--- src/rtl/adcs1008a_ahbl_drain_master_if.sv ---
// AHB-Lite bus bundle between the FIFO drain master and the ADC wrapper fabric.
// Transfer handshake: an address phase is HTRANS=NONSEQ and completes on the
// HCLK edge where HREADY=1; the data phase follows with HTRANS=IDLE and
// completes on the next edge where HREADY=1. The master holds
// HADDR/HTRANS/HWRITE/HWDATA stable while HREADY=0.
interface adcs1008a_ahbl_drain_master_if;
  logic [31:0] HADDR;
  logic [1:0]  HTRANS;
  logic        HWRITE;
  logic [2:0]  HSIZE;
  logic [31:0] HWDATA;
  logic [31:0] HRDATA;
  logic        HREADY;
  logic        HRESP;

  modport master (
    output HADDR, HTRANS, HWRITE, HSIZE, HWDATA,
    input  HRDATA, HREADY, HRESP
  );

  modport slave (
    input  HADDR, HTRANS, HWRITE, HSIZE, HWDATA,
    output HRDATA, HREADY, HRESP
  );
endinterface

--- src/rtl/adcs1008a_ahbl_drain_master.sv ---
// Drains the ADCS1008A sample FIFO into a circular word buffer on each FIFO-level
// interrupt: read FIFOLEVEL, move that many DATA words to memory, then clear ICR.
module adcs1008a_ahbl_drain_master #(
  parameter logic [31:0] ADC_BASE = 32'h4000_0000,
  parameter int          LVL_W    = 5,
  parameter int          CNT_W    = 16
) (
  input  logic                            HCLK,
  input  logic                            HRESET,
  input  logic                            start,
  input  logic                            stop,
  input  logic [31:0]                     dst_base,
  input  logic [CNT_W-1:0]                buf_len,
  input  logic                            adc_irq,
  adcs1008a_ahbl_drain_master_if.master   bus,
  output logic                            busy,
  output logic                            done,
  output logic [CNT_W-1:0]                wr_idx,
  output logic                            err,
  output logic [3:0]                      dbg_state
);

  typedef enum logic [3:0] {
    S_IDLE, S_WAIT_IRQ, S_LVL_A, S_LVL_D, S_DAT_A, S_DAT_D,
    S_WR_A, S_WR_D, S_CLR_A, S_CLR_D, S_ERR
  } state_t;

  localparam logic [31:0] ADDR_DATA  = ADC_BASE + 32'h0000_0018;
  localparam logic [31:0] ADDR_LVL   = ADC_BASE + 32'h0000_001C;
  localparam logic [31:0] ADDR_ICR   = ADC_BASE + 32'h0000_0F00;
  localparam logic [1:0]  HT_IDLE    = 2'b00;
  localparam logic [1:0]  HT_NONSEQ  = 2'b10;

  state_t             state_q, state_d;
  logic [31:0]        haddr_q, haddr_d;
  logic [1:0]         htrans_q, htrans_d;
  logic               hwrite_q, hwrite_d;
  logic [31:0]        hwdata_q, hwdata_d;
  logic               busy_q, busy_d;
  logic               done_q, done_d;
  logic [CNT_W-1:0]   wr_idx_q, wr_idx_d;
  logic               err_q, err_d;
  logic [31:0]        dst_q, dst_d;
  logic [CNT_W-1:0]   len_q, len_d;
  logic [LVL_W-1:0]   lvl_q, lvl_d;
  logic [31:0]        sample_q, sample_d;
  logic               stop_pend_q, stop_pend_d;

  logic [CNT_W-1:0]   wr_inc;
  logic [LVL_W-1:0]   lvl_dec;
  logic [31:0]        wr_off;

  assign wr_inc  = wr_idx_q + 1'b1;
  assign lvl_dec = lvl_q - 1'b1;
  assign wr_off  = {{(32-CNT_W-2){1'b0}}, wr_idx_q, 2'b00};

  always_comb begin
    state_d     = state_q;
    haddr_d     = haddr_q;
    htrans_d    = HT_IDLE;
    hwrite_d    = 1'b0;
    hwdata_d    = hwdata_q;
    done_d      = 1'b0;
    wr_idx_d    = wr_idx_q;
    err_d       = err_q;
    dst_d       = dst_q;
    len_d       = len_q;
    lvl_d       = lvl_q;
    sample_d    = sample_q;
    stop_pend_d = stop_pend_q | stop;

    case (state_q)
      S_IDLE, S_ERR: begin
        // A disarmed engine has nothing for stop to act on; an accepted start also clears it.
        stop_pend_d = 1'b0;
        if (start && (buf_len != '0)) begin
          dst_d    = dst_base;
          len_d    = buf_len;
          wr_idx_d = '0;
          err_d    = 1'b0;
          state_d  = S_WAIT_IRQ;
        end
      end
      S_WAIT_IRQ: begin
        if (stop_pend_d) begin
          stop_pend_d = 1'b0;
          state_d     = S_IDLE;
        end else if (adc_irq) begin
          state_d = S_LVL_A;
        end
      end
      S_LVL_A: if (bus.HREADY) state_d = S_LVL_D;
      S_LVL_D: begin
        if (bus.HRESP) begin
          err_d   = 1'b1;
          state_d = S_ERR;
        end else if (bus.HREADY) begin
          lvl_d   = bus.HRDATA[LVL_W-1:0];
          state_d = (bus.HRDATA[LVL_W-1:0] == '0) ? S_CLR_A : S_DAT_A;
        end
      end
      S_DAT_A: if (bus.HREADY) state_d = S_DAT_D;
      S_DAT_D: begin
        if (bus.HRESP) begin
          err_d   = 1'b1;
          state_d = S_ERR;
        end else if (bus.HREADY) begin
          sample_d = bus.HRDATA;
          state_d  = S_WR_A;
        end
      end
      S_WR_A: if (bus.HREADY) state_d = S_WR_D;
      S_WR_D: begin
        if (bus.HRESP) begin
          err_d   = 1'b1;
          state_d = S_ERR;
        end else if (bus.HREADY) begin
          if (wr_inc == len_q) begin
            wr_idx_d = '0;
            done_d   = 1'b1;
          end else begin
            wr_idx_d = wr_inc;
          end
          lvl_d   = lvl_dec;
          state_d = (lvl_dec != '0) ? S_DAT_A : S_CLR_A;
        end
      end
      S_CLR_A: if (bus.HREADY) state_d = S_CLR_D;
      S_CLR_D: begin
        if (bus.HRESP) begin
          err_d   = 1'b1;
          state_d = S_ERR;
        end else if (bus.HREADY) begin
          state_d = S_WAIT_IRQ;
        end
      end
      default: state_d = S_IDLE;
    endcase

    // Bus outputs are registered, so they are derived from the state being entered.
    case (state_d)
      S_LVL_A: begin
        htrans_d = HT_NONSEQ;
        haddr_d  = ADDR_LVL;
      end
      S_DAT_A: begin
        htrans_d = HT_NONSEQ;
        haddr_d  = ADDR_DATA;
      end
      S_WR_A: begin
        htrans_d = HT_NONSEQ;
        haddr_d  = dst_q + wr_off;
        hwrite_d = 1'b1;
      end
      S_WR_D: begin
        hwrite_d = 1'b1;
        hwdata_d = sample_q;
      end
      S_CLR_A: begin
        htrans_d = HT_NONSEQ;
        haddr_d  = ADDR_ICR;
        hwrite_d = 1'b1;
      end
      S_CLR_D: begin
        hwrite_d = 1'b1;
        hwdata_d = 32'h0000_0001;
      end
      default: ;
    endcase

    busy_d = (state_d != S_IDLE) && (state_d != S_ERR);
  end

  always_ff @(posedge HCLK) begin
    if (HRESET) begin
      state_q     <= S_IDLE;
      haddr_q     <= '0;
      htrans_q    <= HT_IDLE;
      hwrite_q    <= 1'b0;
      hwdata_q    <= '0;
      busy_q      <= 1'b0;
      done_q      <= 1'b0;
      wr_idx_q    <= '0;
      err_q       <= 1'b0;
      dst_q       <= '0;
      len_q       <= '0;
      lvl_q       <= '0;
      sample_q    <= '0;
      stop_pend_q <= 1'b0;
    end else begin
      state_q     <= state_d;
      haddr_q     <= haddr_d;
      htrans_q    <= htrans_d;
      hwrite_q    <= hwrite_d;
      hwdata_q    <= hwdata_d;
      busy_q      <= busy_d;
      done_q      <= done_d;
      wr_idx_q    <= wr_idx_d;
      err_q       <= err_d;
      dst_q       <= dst_d;
      len_q       <= len_d;
      lvl_q       <= lvl_d;
      sample_q    <= sample_d;
      stop_pend_q <= stop_pend_d;
    end
  end

  assign bus.HADDR  = haddr_q;
  assign bus.HTRANS = htrans_q;
  assign bus.HWRITE = hwrite_q;
  assign bus.HSIZE  = 3'b010;
  assign bus.HWDATA = hwdata_q;
  assign busy       = busy_q;
  assign done       = done_q;
  assign wr_idx     = wr_idx_q;
  assign err        = err_q;
  assign dbg_state  = state_q;

endmodule

--- src/flat_wrapper.sv ---
// flat-port wrapper written by rule: the top's interface ports become plain ports
module adcs1008a_ahbl_drain_master_flat 
#(
  parameter logic [31:0] ADC_BASE = 32'h4000_0000,
  parameter int          LVL_W    = 5,
  parameter int          CNT_W    = 16
)
  (HCLK, HRESET, start, stop, dst_base, buf_len, adc_irq, busy, done, wr_idx, err, dbg_state, bus_HADDR, bus_HTRANS, bus_HWRITE, bus_HSIZE, bus_HWDATA, bus_HRDATA, bus_HREADY, bus_HRESP);
  adcs1008a_ahbl_drain_master_if bus_i ();
  input  logic HCLK;
  input  logic HRESET;
  input  logic start;
  input  logic stop;
  input  logic [31:0] dst_base;
  input  logic [CNT_W-1:0] buf_len;
  input  logic adc_irq;
  output logic busy;
  output logic done;
  output logic [CNT_W-1:0] wr_idx;
  output logic err;
  output logic [3:0] dbg_state;
  output wire logic [$bits(bus_i.HADDR)-1:0] bus_HADDR;
  output wire logic [$bits(bus_i.HTRANS)-1:0] bus_HTRANS;
  output wire logic [$bits(bus_i.HWRITE)-1:0] bus_HWRITE;
  output wire logic [$bits(bus_i.HSIZE)-1:0] bus_HSIZE;
  output wire logic [$bits(bus_i.HWDATA)-1:0] bus_HWDATA;
  input wire logic [$bits(bus_i.HRDATA)-1:0] bus_HRDATA;
  input wire logic [$bits(bus_i.HREADY)-1:0] bus_HREADY;
  input wire logic [$bits(bus_i.HRESP)-1:0] bus_HRESP;
  assign bus_HADDR = bus_i.HADDR;
  assign bus_HTRANS = bus_i.HTRANS;
  assign bus_HWRITE = bus_i.HWRITE;
  assign bus_HSIZE = bus_i.HSIZE;
  assign bus_HWDATA = bus_i.HWDATA;
  assign bus_i.HRDATA = bus_HRDATA;
  assign bus_i.HREADY = bus_HREADY;
  assign bus_i.HRESP = bus_HRESP;
  adcs1008a_ahbl_drain_master #(.ADC_BASE(ADC_BASE), .LVL_W(LVL_W), .CNT_W(CNT_W)) u_core (.HCLK(HCLK), .HRESET(HRESET), .start(start), .stop(stop), .dst_base(dst_base), .buf_len(buf_len), .adc_irq(adc_irq), .bus(bus_i), .busy(busy), .done(done), .wr_idx(wr_idx), .err(err), .dbg_state(dbg_state));
endmodule
--- config.mk ---
export PLATFORM = sky130hd
export DESIGN_NAME = adcs1008a_ahbl_drain_master_flat
export DESIGN_NICKNAME = d
export VERILOG_FILES = /design/src/rtl/adcs1008a_ahbl_drain_master_if.sv /design/src/rtl/adcs1008a_ahbl_drain_master.sv /design/src/flat_wrapper.sv
export SDC_FILE = /design/constraint.sdc
export NUM_CORES = 1
export LEC_CHECK = 0
export ABC_AREA = 1
export BUFFER_PORTS_ARGS = -buffer_cell sky130_fd_sc_hd__buf_2
export CORE_AREA = 4 4 172 174
export DETAILED_ROUTE_END_ITERATION = 12
export DIE_AREA = 0 0 176 178
export SETUP_SLACK_MARGIN = 0.3
export SYNTH_ARGS = -nofsm -noshare
export SYNTH_HDL_FRONTEND = slang
export SYNTH_SLANG_ARGS = --single-unit
--- constraint.sdc ---
create_clock -name HCLK -period 2.5 [get_ports HCLK]
set_input_delay 0.125 -clock HCLK [delete_from_list [all_inputs] [get_ports HCLK]]
set_output_delay 0.125 -clock HCLK [all_outputs]
set_load 0.05 [all_outputs]
* After elaboration in Yosys (flattened, before gate mapping)
Index checks and enable logic that the tools add are counted.
** Cells by class
- Equality and inequality tests :: 24
- Add/subtract/negate cells :: 3
- Reductions and logical operators :: 23
- Multiplexer cells :: 36
- Bitwise operators :: 4
** Operator list (count)
- $pmux W32 S4 :: 1
- $mux W4 :: 17
- $mux W16 :: 4
- $pmux W32 S2 :: 1
- $pmux W4 S10 :: 1
- $add A32 B18 Y32 :: 1
- $pmux W16 S2 :: 1
- $eq A4 B3 Y1 const B :: 7
- $eq A4 B4 Y1 const B :: 5
- $mux W5 :: 4
- $reduce_or A4 Y1 :: 5
- $add A16 B1 Y16 const B :: 1
- $eq A16 B16 Y1 :: 1
- $reduce_bool A16 Y1 :: 1
- $eq A4 B2 Y1 const B :: 3
- $pmux W5 S2 :: 1
- $ne A2 B2 Y1 const B :: 4
- $reduce_bool A2 Y1 :: 4
- $reduce_bool A4 Y1 :: 2
- $reduce_and A3 Y1 :: 2
- $logic_not A5 Y1 :: 1
- $reduce_and A5 Y1 :: 1
- $reduce_bool A5 Y1 :: 1
- $sub A5 B1 Y5 const B :: 1
- 13 further kinds :: 20
** Word-level totals
- Output and inout bits :: 93
- Register bits after elaboration :: 176
- Input bits :: 87

* Depth between registers and ports, before layout
- Depth after elaboration :: 9
- Depth in mapped cells :: 19
- Depth with buffers taken out :: 17

* Worst setup path before layout
OpenSTA, ideal clock, no wires.
- Path kind :: reg-to-reg
- Start :: reg u_core.wr_idx_q[1], in the netlist u_core.wr_idx[1]
- End :: reg u_core.wr_idx_q[6], in the netlist u_core.wr_idx[6]
- Stages on the path, launching flop included :: 13
- Arrival :: 2.496 ns
- Data required time :: 2.368 ns
- Path slack :: -0.129 ns
- Path through :: dfxtp_1 ha_1 nand2_1 nor2_1 nand3_1 or2_1 nand3_1 nand2_1 nor2_1 nand4_2 buf_4 nand3_1 a21oi_1
** Between the ends
- Longest elaborated chain between the ends :: 6
** RTL lines
- start, declared :: RTL line adcs1008a_ahbl_drain_master.sv:41 : logic [CNT_W-1:0] wr_idx_q, wr_idx_d;
- start signal, assigned :: RTL line adcs1008a_ahbl_drain_master.sv:198 : wr_idx_q <= wr_idx_d;
- $add A16 B1 Y16 * :: RTL line adcs1008a_ahbl_drain_master.sv:53 : assign wr_inc = wr_idx_q + 1'b1;
- $eq A16 B16 Y1 :: RTL line adcs1008a_ahbl_drain_master.sv:118 : if (wr_inc == len_q) begin
- $mux W16 * :: RTL line adcs1008a_ahbl_drain_master.sv:118
- $mux W16 * :: RTL line adcs1008a_ahbl_drain_master.sv:117 : end else if (bus.HREADY) begin
- $mux W16 * :: RTL line adcs1008a_ahbl_drain_master.sv:114 : if (bus.HRESP) begin
- $pmux W16 S2 * :: RTL line adcs1008a_ahbl_drain_master.sv:72 : case (state_q)
Every way passes the cells marked *; elsewhere a longest branch is shown, timed or not. The select of a mux whose other input is x is not followed.
A chain may end at the register's enable or synchronous reset.

* Worst setup path in the final report
- Start :: reg u_core.wr_idx_q[0], in the netlist u_core.wr_idx[0]
- End :: reg u_core.haddr_q[12], in the netlist u_core.bus.HADDR[12]
** Between the ends
- Longest elaborated chain between the ends :: 2
** RTL lines
- $add A32 B18 Y32 :: RTL line adcs1008a_ahbl_drain_master.sv:152 : haddr_d = dst_q + wr_off;
- $pmux W32 S4 :: RTL line adcs1008a_ahbl_drain_master.sv:141 : case (state_d)
- end signal, assigned :: RTL line adcs1008a_ahbl_drain_master.sv:192 : haddr_q <= haddr_d;
- end, declared :: RTL line adcs1008a_ahbl_drain_master.sv:35 : logic [31:0] haddr_q, haddr_d;
No other way between the ends.

==> impl_metrics.csv <==
group,metric,value,unit
clocking,cts_sinks,175,
placement,placed_cells,1935,
clocking,clk_pin_slew,0.07,ns
drt,drt_pass1_iterations,5,
floorplan,dieArea,0.0313,sq mm
worst_setup_path,rr_endpoint,"u_core.bus.HADDR[12]",
clocking,h-tree-depth,4,
timing,setup_viol,0,
yosys,ys_warn_count,0,
worst_setup_path,crit_path_end_kind,"register",
timing,fin_tns_setup,0,ns
cells_and_area,area_growth,37.3,%
clocking,root_buffer,"clkbuf_16",
yosys,async_flop_share,0,%
min_path,min_path_cells,3,
power_and_ir_drop,pwr_density_cell,665,mW/mm^2
worst_setup_path,path_max_fanout,6,
timing,fmax,467,MHz
worst_setup_path,cp-start-kind,"register",
worst_setup_path,r2r_cells,13,
cells_and_area,multi_input_area,0.00511,sq mm
worst_setup_path,reg2reg_from,"u_core.wr_idx[0]",
worst_setup_path,slowest_stage,"fa_2",
yosys,synth_area_leaders,"dfxtp_1 38%, nand2_1 13%, nor2_1 9.2%, inv_1 7.4%, a21oi_1 6.8%",
yosys,post-synth-top-count-cell,"nand2_1",
drt,routed_wl,29200,microns
power_and_ir_drop,finalPower,8.39,mW
placement,routabilityCongestion,0.930,
timing,drv_slew,0,
clocking,cts.path.max_buffers,2,
placement,io_buffer_count,175,
yosys,syn_avg_cell_area,6.52,sq um
drt,drtIter0Drc,566,
worst_setup_path,worstPathArrival,2.47,ns
worst_setup_path,cpMostUsedCell,"nor2_1",
floorplan,die_x,176,microns
yosys,netlist.area_leader.share,38.2,%
yosys,synth-edff-count,0,
drt,ant_nets,0,
drt,num_vias,9694,
drt,post_drt_wl_per_cell,14.2,microns
cells_and_area,n_antenna_cell,0,
global_route,gr-total-overflow,0,
timing,hold_viol_final,1,
power_and_ir_drop,ir_drop,389,uV
placement,dp_hpwl,20800,microns
yosys,synth_area,0.00918,sq mm
min_path,worstHoldEndpoint,"u_core.dst_q[28]",
floorplan,start_util,33.0,%
global_route,grt_pass1_wl,45100,microns
floorplan,io-pin-count,180,
clocking,clk_latency,0.44,ns
cells_and_area,final_nets,1778,
timing,maxSlewHeadroom,61.5,%
global_route,grt_antenna_before_repair,0,
power_and_ir_drop,p_leak,5.79,nW
yosys,synth_seq_area_share,38.2,%
yosys,synth_common_cells,"316 x nand2_1, 224 x nor2_1, 180 x inv_1",
clocking,cts_tree,"built",
run,maxCapViolCount,0,
status,violations,"hold timing",
min_path,worstHoldStart,"dst_base[28]",
global_route,grt_max_degree,65,
drt,vias_per_cell,4.70,
floorplan,coreArea,0.0278,sq mm
yosys,netlist_instances,1409,
worst_setup_path,r2r_slack,0.36,ns
worst_setup_path,critPathMaxStageDelay,0.41,ns
yosys,ys.flop_type,"dfxtp_1",
status,status,"finished, violations left",
floorplan,die_y,178,microns
cells_and_area,drive_gt1_share,24.2,%
floorplan,core.rowCount,61,
worst_setup_path,path_class,"reg2reg",
timing,fin_crit,2.14,ns
clocking,numCtsBuffers,17,
yosys,synth.distinct_cells,41,
cells_and_area,fill_cells,2887,
timing,worstMarginPinSlew,0.578,ns
worst_setup_path,cp_cell_sequence,"ha_4 -> fa_2 -> nand3_2 -> nand2_2 -> nand2_2 -> nand3_2 -> buf_6 -> nand2_1 -> nand2_1 -> xnor2_1 -> nor2_1 -> nor2_1 -> nor2_1",
timing,grt_setup_unrepaired,"yes",
cells_and_area,ff_latch_area,0.00356,sq mm
global_route,grt_use_total,17.8,%
worst_setup_path,worstPathRequired,2.83,ns
timing,whs,-0.00619,ns
min_path,hold_path_class,"in2reg",
timing,fin_skew,0.0150,ns
cells_and_area,finalNonFillerCells,2062,
drt,route.detailed.drc,0,
timing,period_share,85.7,%
yosys,synth_top_area_cell,"dfxtp_1",
global_route,grt_pass1_vias,8904,
yosys,ys_ff_latch,175,
==> registers in the layout (all words and copies together), names as in the netlist <==
signal / cells
u_core.bus.HWDATA: 32
u_core.len_q: 16
u_core.done: 1
u_core.dbg_state: 4
u_core.stop_pend_q: 1
u_core.bus.HTRANS: 1
u_core.err: 1
u_core.wr_idx: 16
u_core.lvl_q: 5
u_core.sample_q: 32
u_core.bus.HADDR: 32
u_core.busy: 1
u_core.bus.HWRITE: 1
u_core.dst_q: 32
==> report_power, final <==
part	internal, mW	leakage [nW]	total (mW)	switching [mW]
logic	0.790	4.05	2.36	1.57
registers	3.05	1.44	3.23	0.182
clock network	1.39	0.300	2.79	1.40
total	5.23	5.79	8.39	3.16
==> worst max-delay path: cells and delay by family, from the launching register on <==
kind | cells | cell delay [ns]
simple gates | 9 | 0.68
flops | 1 | 0.39
fa+ha+maj | 2 | 0.59
buf+inv | 1 | 0.14
xor+xnor | 1 | 0.26
==> metal layers <==
metal  GRT usage [%]  wire length, microns  vias up
li1                -                     -     5018
met1            24.1                 14000     4380
met2            28.8                 13100      256
met3            3.03                  1470       40
met4            5.75                   646        0
met5               0                     0        -
==> logic make-up after synthesis <==
group                      Yosys count  synth area share [%]
AOI/OAI and AO/OA                  267                  15.8
xor gates and xnor gates            16                  1.53
adders and majority gates           20                  2.81
buffers and inverters              246                  10.8
DFF                                175                  38.2
other                                2                0.0818
and+or+nand+nor                    683                  30.8
==> how the worst max path moves through the flow <==
| stage | slack (ns) | endpoint | startpoint | cells past startpoint |
|---|---|---|---|---|
| finish | 0.36 | u_core.bus.HADDR[12] | u_core.wr_idx[0] | 13 |
| global route | 0.18 | u_core.bus.HADDR[28] | u_core.wr_idx[3] | 15 |
| CTS | 0.28 | u_core.bus.HWDATA[18] | u_core.dbg_state[0] | 12 |
| detailed placement | 0.23 | u_core.bus.HADDR[20] | u_core.wr_idx[0] | 16 |
| global placement | 0.27 | u_core.bus.HADDR[10] | u_core.lvl_q[0] | 16 |
| floorplan | 0.30 | u_core.wr_idx[6] | u_core.wr_idx[1] | 12 |
==> through the flow <==
stage	util, %	instance area [sq um]	setup WS [ns]
floorplan	-	9210	0.304
finish	45.4	12600	0.359
CTS	43.0	11900	0.280
detailed placement	38.0	10500	0.230
global route	45.4	12600	0.183
global placement	38.0	10500	0.275
==> cells in the final DEF (no fill, tap or decap), types with 14 or more instances in the layout <==
| master | count |
|---|---|
| inv_1 | 176 |
| a21oi_1 | 117 |
| a211oi_1 | 26 |
| nand2_2 | 27 |
| buf_2 | 175 |
| nor2_2 | 27 |
| clkbuf_16 | 19 |
| nand3_1 | 79 |
| nand4_1 | 14 |
| buf_4 | 50 |
| dlygate4sd3_1 | 61 |
| nor2_1 | 193 |
| nand2_1 | 288 |
| dfxtp_1 | 155 |
| o21ai_0 | 99 |
==> area by class of cell <==
cell class | count | area share (%)
clock buffers | 17 | 3.37
clock inverters | 15 | 1.63
inverters | 187 | 5.66
multi-input cells | 990 | 40.5
flip-flops and latches | 175 | 28.2
well taps | 378 | 3.75
repair buffers | 299 | 16.8
repair inverters | 1 | 0.0595
==> repair_timing <==
| item | CTS | global route |
|---|---|---|
| setup buffers | 4 | 25 |
| pin swaps | 5 | 32 |
| endpoints found under the setup margin | 68 | 82 |
| gates resized for setup | 17 | 127 |
| hold buffers | 61 | 0 |
| hold endpoints to repair | 62 | 0 |
| cloned | 2 | 3 |
No activity file was read; power rests on OpenSTA's default activity.
